<file path="src/rtl/smm0_pkg.sv">
// Shared definitions for the small-matrix-multiply front end.
// Holds the default element width, the frame size and the loader state encoding.
package smm0_pkg;

  localparam int DATA_W_DEFAULT = 8;
  localparam int N_ELEM         = 8;

  typedef enum logic [1:0] {
    ST_FILL = 2'd0,
    ST_LOAD = 2'd1,
    ST_WAIT = 2'd2
  } loader_state_t;

endpackage

</file>
<file path="src/rtl/smm0_in_loader.sv">
// Operand loader for the 2x2 matrix multiplier.
// Collects eight streamed elements (A00..A11 then B00..B11), pulses load to the
// multiply controller, then holds the operands until the controller reports done.
module smm0_in_loader
  import smm0_pkg::*;
#(
  parameter int DATA_W = DATA_W_DEFAULT
) (
  input  logic                clk,
  input  logic                rst,
  input  logic                in_valid,
  output logic                in_ready,
  input  logic [DATA_W-1:0]   in_data,
  input  logic                done,
  output logic                load,
  output logic [4*DATA_W-1:0] a_flat,
  output logic [4*DATA_W-1:0] b_flat,
  output logic [7:0]          frame_cnt
);

  loader_state_t     r_state;
  loader_state_t     w_nextState;
  logic [DATA_W-1:0] r_mem [N_ELEM];
  logic [2:0]        r_idx;
  logic [7:0]        r_frameCnt;
  logic              w_accept;
  logic              w_frameDone;

  // State register; reset always returns to FILL so any partial frame is dropped.
  always_ff @(posedge clk) begin
    if (rst) begin
      r_state <= ST_FILL;
    end else begin
      r_state <= w_nextState;
    end
  end

  // Next-state and handshake decode; in_ready depends only on the state.
  always_comb begin
    w_nextState = r_state;
    in_ready    = 1'b0;
    load        = 1'b0;
    w_accept    = 1'b0;
    w_frameDone = 1'b0;
    case (r_state)
      ST_FILL: begin
        in_ready = 1'b1;
        w_accept = in_valid;
        if (in_valid && (r_idx == 3'(N_ELEM - 1))) begin
          w_nextState = ST_LOAD;
        end
      end
      ST_LOAD: begin
        load        = 1'b1;
        w_nextState = ST_WAIT;
      end
      ST_WAIT: begin
        if (done) begin
          w_frameDone = 1'b1;
          w_nextState = ST_FILL;
        end
      end
      default: begin
        w_nextState = ST_FILL;
      end
    endcase
  end

  // Element storage and slot index; the 3-bit index wraps 7 -> 0 on the last element.
  always_ff @(posedge clk) begin
    if (rst) begin
      r_idx <= 3'd0;
      for (int i = 0; i < N_ELEM; i++) begin
        r_mem[i] <= '0;
      end
    end else if (w_accept) begin
      r_mem[r_idx] <= in_data;
      r_idx        <= r_idx + 3'd1;
    end
  end

  // Completed-frame counter, advanced by the done pulse seen while waiting.
  always_ff @(posedge clk) begin
    if (rst) begin
      r_frameCnt <= 8'd0;
    end else if (w_frameDone) begin
      r_frameCnt <= r_frameCnt + 8'd1;
    end
  end

  assign a_flat    = {r_mem[3], r_mem[2], r_mem[1], r_mem[0]};
  assign b_flat    = {r_mem[7], r_mem[6], r_mem[5], r_mem[4]};
  assign frame_cnt = r_frameCnt;

endmodule

</file>
<file path="config.mk">
export PLATFORM = sky130hd
export DESIGN_NAME = smm0_in_loader
export DESIGN_NICKNAME = d
export VERILOG_FILES = /design/src/rtl/smm0_pkg.sv /design/src/rtl/smm0_in_loader.sv
export SDC_FILE = /design/constraint.sdc
export NUM_CORES = 1
export LEC_CHECK = 0
export ABC_AREA = 1
export BUFFER_PORTS_ARGS = -buffer_cell sky130_fd_sc_hd__buf_2
export CAP_MARGIN = 0
export CORE_MARGIN = 1
export CORE_UTILIZATION = 51
export DETAILED_ROUTE_END_ITERATION = 8
export PLACE_DENSITY = 0.79
export REMOVE_ABC_BUFFERS = 1
export SETUP_SLACK_MARGIN = 0.5
export SKIP_CTS_REPAIR_TIMING = 1
export SLEW_MARGIN = 20
export SYNTH_ARGS = -nofsm -noshare
export SYNTH_HDL_FRONTEND = slang
export SYNTH_SLANG_ARGS = --single-unit
</file>
<file path="constraint.sdc">
create_clock -name clk -period 2.45 [get_ports clk]
set_clock_uncertainty 0.1 [all_clocks]
set_input_delay 0.245 -clock clk [delete_from_list [all_inputs] [get_ports clk]]
set_output_delay 0.245 -clock clk [all_outputs]
set_load 0.03 [all_outputs]
</file>
# Yosys cells after proc, flatten, opt, wreduce, memory -nomap -nowiden
# Memory sizes are Yosys's and may differ from the RTL's.
# Cells that the tools add are included.
# op_classes
reduce_logical	4
muxes	16
n_eq_ne	5
n_addsub	2
# op_table
op	n
1-bit two-way mux	11
8-bit by 1-bit adder with 8-bit output, second input constant	1
8-bit two-way mux	1
8-bit OR reduction	1
2-bit one-hot mux with 3 select lines	1
2-bit two-way mux	2
2-bit inequality test, second input constant	2
3-bit by 1-bit adder with 3-bit output, second input constant	1
3-bit equality test, second input constant	1
3-bit two-way mux	1
2-bit by 1-bit equality test with 1-bit output, second input constant	1
2-bit equality test, second input constant	1
2-bit logical NOT	1
2-bit AND reduction	1
1-bit logical AND	1
# word_totals
elab_cells	31
reg_bits	13
in_bits	12
mem_bits_rw	64
mem_count	1
output_inout_bits	74
# mem_list
name	depth	word_bits	rd	rd_ports_with_merged_regs	write_ports	line	source
r_mem	8	8	8	0	8	smm0_in_loader.sv:23	logic [DATA_W-1:0] r_mem [N_ELEM];

# Depth between registers and ports, before layout
# logic_depth
ltp_word	7
ltp_mapped	6
depth_no_buf	6

# Least setup slack after synthesis
# Ideal clock, no wire load.
# synth_timing
kind	reg2reg
start	reg r_idx[0]
end	mem r_mem[1][0] (netlist bit), enable pin
path_slack_ns	0.549
path_stages_with_launch	4
t_required_ns	1.966
arrival_time_ns	1.416
n_path_buf	1
setup_time_ns	0.384
path_cell_list	dfxtp_1 clkbuf_1 nand2_1 o21ai_0
# synth_lines
element	line	source
from (decl)	smm0_in_loader.sv:24	logic [2:0] r_idx;
from (signal assigned)	smm0_in_loader.sv:78	r_idx <= r_idx + 3'd1;
to (decl)	smm0_in_loader.sv:23	

==> impl_metrics.yaml <==
floorplan:
  die_area_mm2: 0.00607
  initial_utilization_pct: 53.0
  coreArea_mm2: 0.00554
  ios: 86
  die_w_um: 77.9
  die_h_um: 77.9
  rows: 27
power:
  leakage_nw: 1.62
  powerDensity_mw_per_mm2: 753
  irDropWorstVdd_uv: 375
  internal-power_mw: 2.11
  switching_share_pct: 24.2
  p_clk_share_pct: 36.3
  p_comb_share_pct: 10.1
  pwr-share-seq_pct: 53.6
  power_switching_mw: 0.675
logic_synthesis:
  synth.avg_cell_area_um2: 12.3
  synth_compound_area_share_pct: 2.39
  yosysSeqAreaShare_pct: 74.3
  yosys-top-cells-area: "edfxtp_1 (65%), dfxtp_1 (8.9%), nor2_1 (6.1%)"
  synth_seq_cells: 77
  synth_top_area_cell: "edfxtp_1"
  synth-simple-area-share_pct: 18.5
  synthMuxAreaShare_pct: 0
  yosys_warnings: 0
  netlist_area_mm2: 0.00294
  synth_xor_area_share_pct: 0.597
  syn_inst: 239
  yosys.cell_types.count: 18
  synth_top_family_by_area: "simple AND/OR/NAND/NOR gates"
  synth_fa_ha_area_share_pct: 1.28
  yosysTopAreaCellShare_pct: 65.4
final_layout:
  final_cell_mix: "buf_2 (85), edfxtp_1 (64), nor2_1 (48)"
  multi_input_area_um2: 678
  layout.cells.most_common: "buf_2"
  drive_above_1_share_pct: 34.3
  fin_nets: 351
  area_growth_pct: 26.0
  final_cell_count_no_fill: 413
  regArea_mm2: 0.00218
  nFillCells: 426
  diodes: 0
clock_network:
  path_clk_slew_ns: 0.08
  clock_latency_ns: 0.34
  cts_tree: "built"
  clock_sinks: 77
  h-tree-depth: 3
  clockRootBuffer: "clkbuf_8"
  cts_made_buffers: 9
  clockBufferDepth: 2
timing:
  setup_viol: 0
  hold_viol_final: 0
  period_needed_ns: 1.75
  max_freq_ghz: 0.572
  relSlewSlack_pct: 74.4
  fin_setup_tns_ns: 0
  drv_slew: 0
  timing.final.crit_share_pct: 71.4
  grt_setup_unrepaired: "no"
  layout_setup_ws_ns: 0.701
  worst_slew_pin_slew_ns: 0.384
critical_path:
  arrival_ns: 1.69
  crit_fanout: 10
  endpoint_kind: "flip-flop"
  startpoint_type: "flip-flop"
  cp.required_ns: 2.39
  criticalPathCategory: "flip-flop to flip-flop"
detailed_routing:
  drcViolationCount: 0
  firstDrtPassIters: 5
  wirelength_um: 5910
  ant_nets: 0
  drt-initial-drc-count: 117
  wl_per_cell_um: 14.3
  vias: 2096
  viasPerCell: 5.08
global_route:
  grt_usage_pct: 19.5
  grt-ovfl-total: 0
  met2_usage_pct: 31.0
  grt_use_met3_pct: 3.29
  grt_max_degree: 33
  grt_pass1_wl_um: 8490
  use_met1_pct: 24.5
  top_usage_layer: "met2"
  grt_pass1_vias: 1776
  antenna_found_initial: 0
placement:
  dpl_worst_slack_ns: 0.645
  io_buffers: 85
  hpwl_um: 3930
  dp.cells: 397
  place.gp.congestion: 0.787
job:
  drv_cap: 0
outcome:
  status: "complete, no violations"
min_path:
  hold_path.class: "input pin to flip-flop"
-- final cells by class --
| cell class | instances | share of cell area (%) |
|---|---|---|
| sequential | 77 | 59.0 |
| multi-input combinational | 140 | 18.3 |
| timing repair buffer | 91 | 12.7 |
| clock buffer | 10 | 3.45 |
| tap | 72 | 2.43 |
| clock inverter | 6 | 2.37 |
| inverter | 17 | 1.72 |
-- stage by stage --
step	power [mW]	instance area (um^2)	util [%]	hold WS (ns)
6_report	2.79	3700	66.8	0.0709
5_1_grt	2.86	3700	66.8	0.0853
4_1_cts	2.79	3690	66.6	0.0563
3_5_place_dp	1.80	3470	62.7	0.399
3_3_place_gp	1.80	3470	62.7	0.387
2_1_floorplan	1.71	2910	-	0.214
-- Yosys cell counts --
master	number
clkbuf_1	2
o21ai_0	6
inv_1	17
nand3b_1	1
buf_2	3
nand2_2	5
nor3_1	32
xor2_1	2
nor3_4	1
nand2b_1	1
nor2_1	48
ha_1	3
nand3_1	8
nor2_4	1
dfxtp_1	13
edfxtp_1	64
a21oi_1	8
nand2_1	24
-- metal layers --
layer | part of all wire (%) | vias up | wire [um]
met5 | 0 | - | 0
met4 | 0.68 | 0 | 40
met3 | 8.9 | 6 | 525
met2 | 47 | 114 | 2780
met1 | 43 | 951 | 2560
li1 | - | 1025 | -
-- final timing paths --
path | start | end | slack, ns | depth (start not counted)
hold / removal | rst | frame_cnt[1] | 0.07 | 2
hold reg to reg | frame_cnt[1] | frame_cnt[1] | 0.41 | 2
setup reg to reg | r_state[1] | r_mem[6][3] | 0.70 | 5
setup / recovery | r_state[1] | r_mem[6][3] | 0.70 | 5
-- flip-flops by register name (all words and copies together), names as in the netlist --
signal,flops
r_idx,3
r_mem,64
frame_cnt,8
r_state,2
-- power groups by stage --
stage | clock (mW) | sequential, mW | combinational [mW]
final | 1.01 | 1.49 | 0.280
after global routing | 1.06 | 1.50 | 0.297
after CTS | 1.02 | 1.49 | 0.279
after detailed placement | 0 | 1.52 | 0.277
after global placement | 0 | 1.52 | 0.275
after floorplan | 0 | 1.63 | 0.0726
-- critical path, stage by stage (launching register included) --
cell	delay (ns)
dfxtp_1	0.36
nor2_4	0.15
nand2_2	0.15
nor3_4	0.28
nand2_2	0.20
nand2_2	0.20
-- cells by family after synthesis --
family                     after synthesis
and+or+nand+nor                        121
adders and majority gates                3
xor gates and xnor gates                 2
AOI/OAI and AO/OA                       14
buffers and inverters                   22
DFF                                     77
Note: power is estimated with default switching activity, not from simulation.
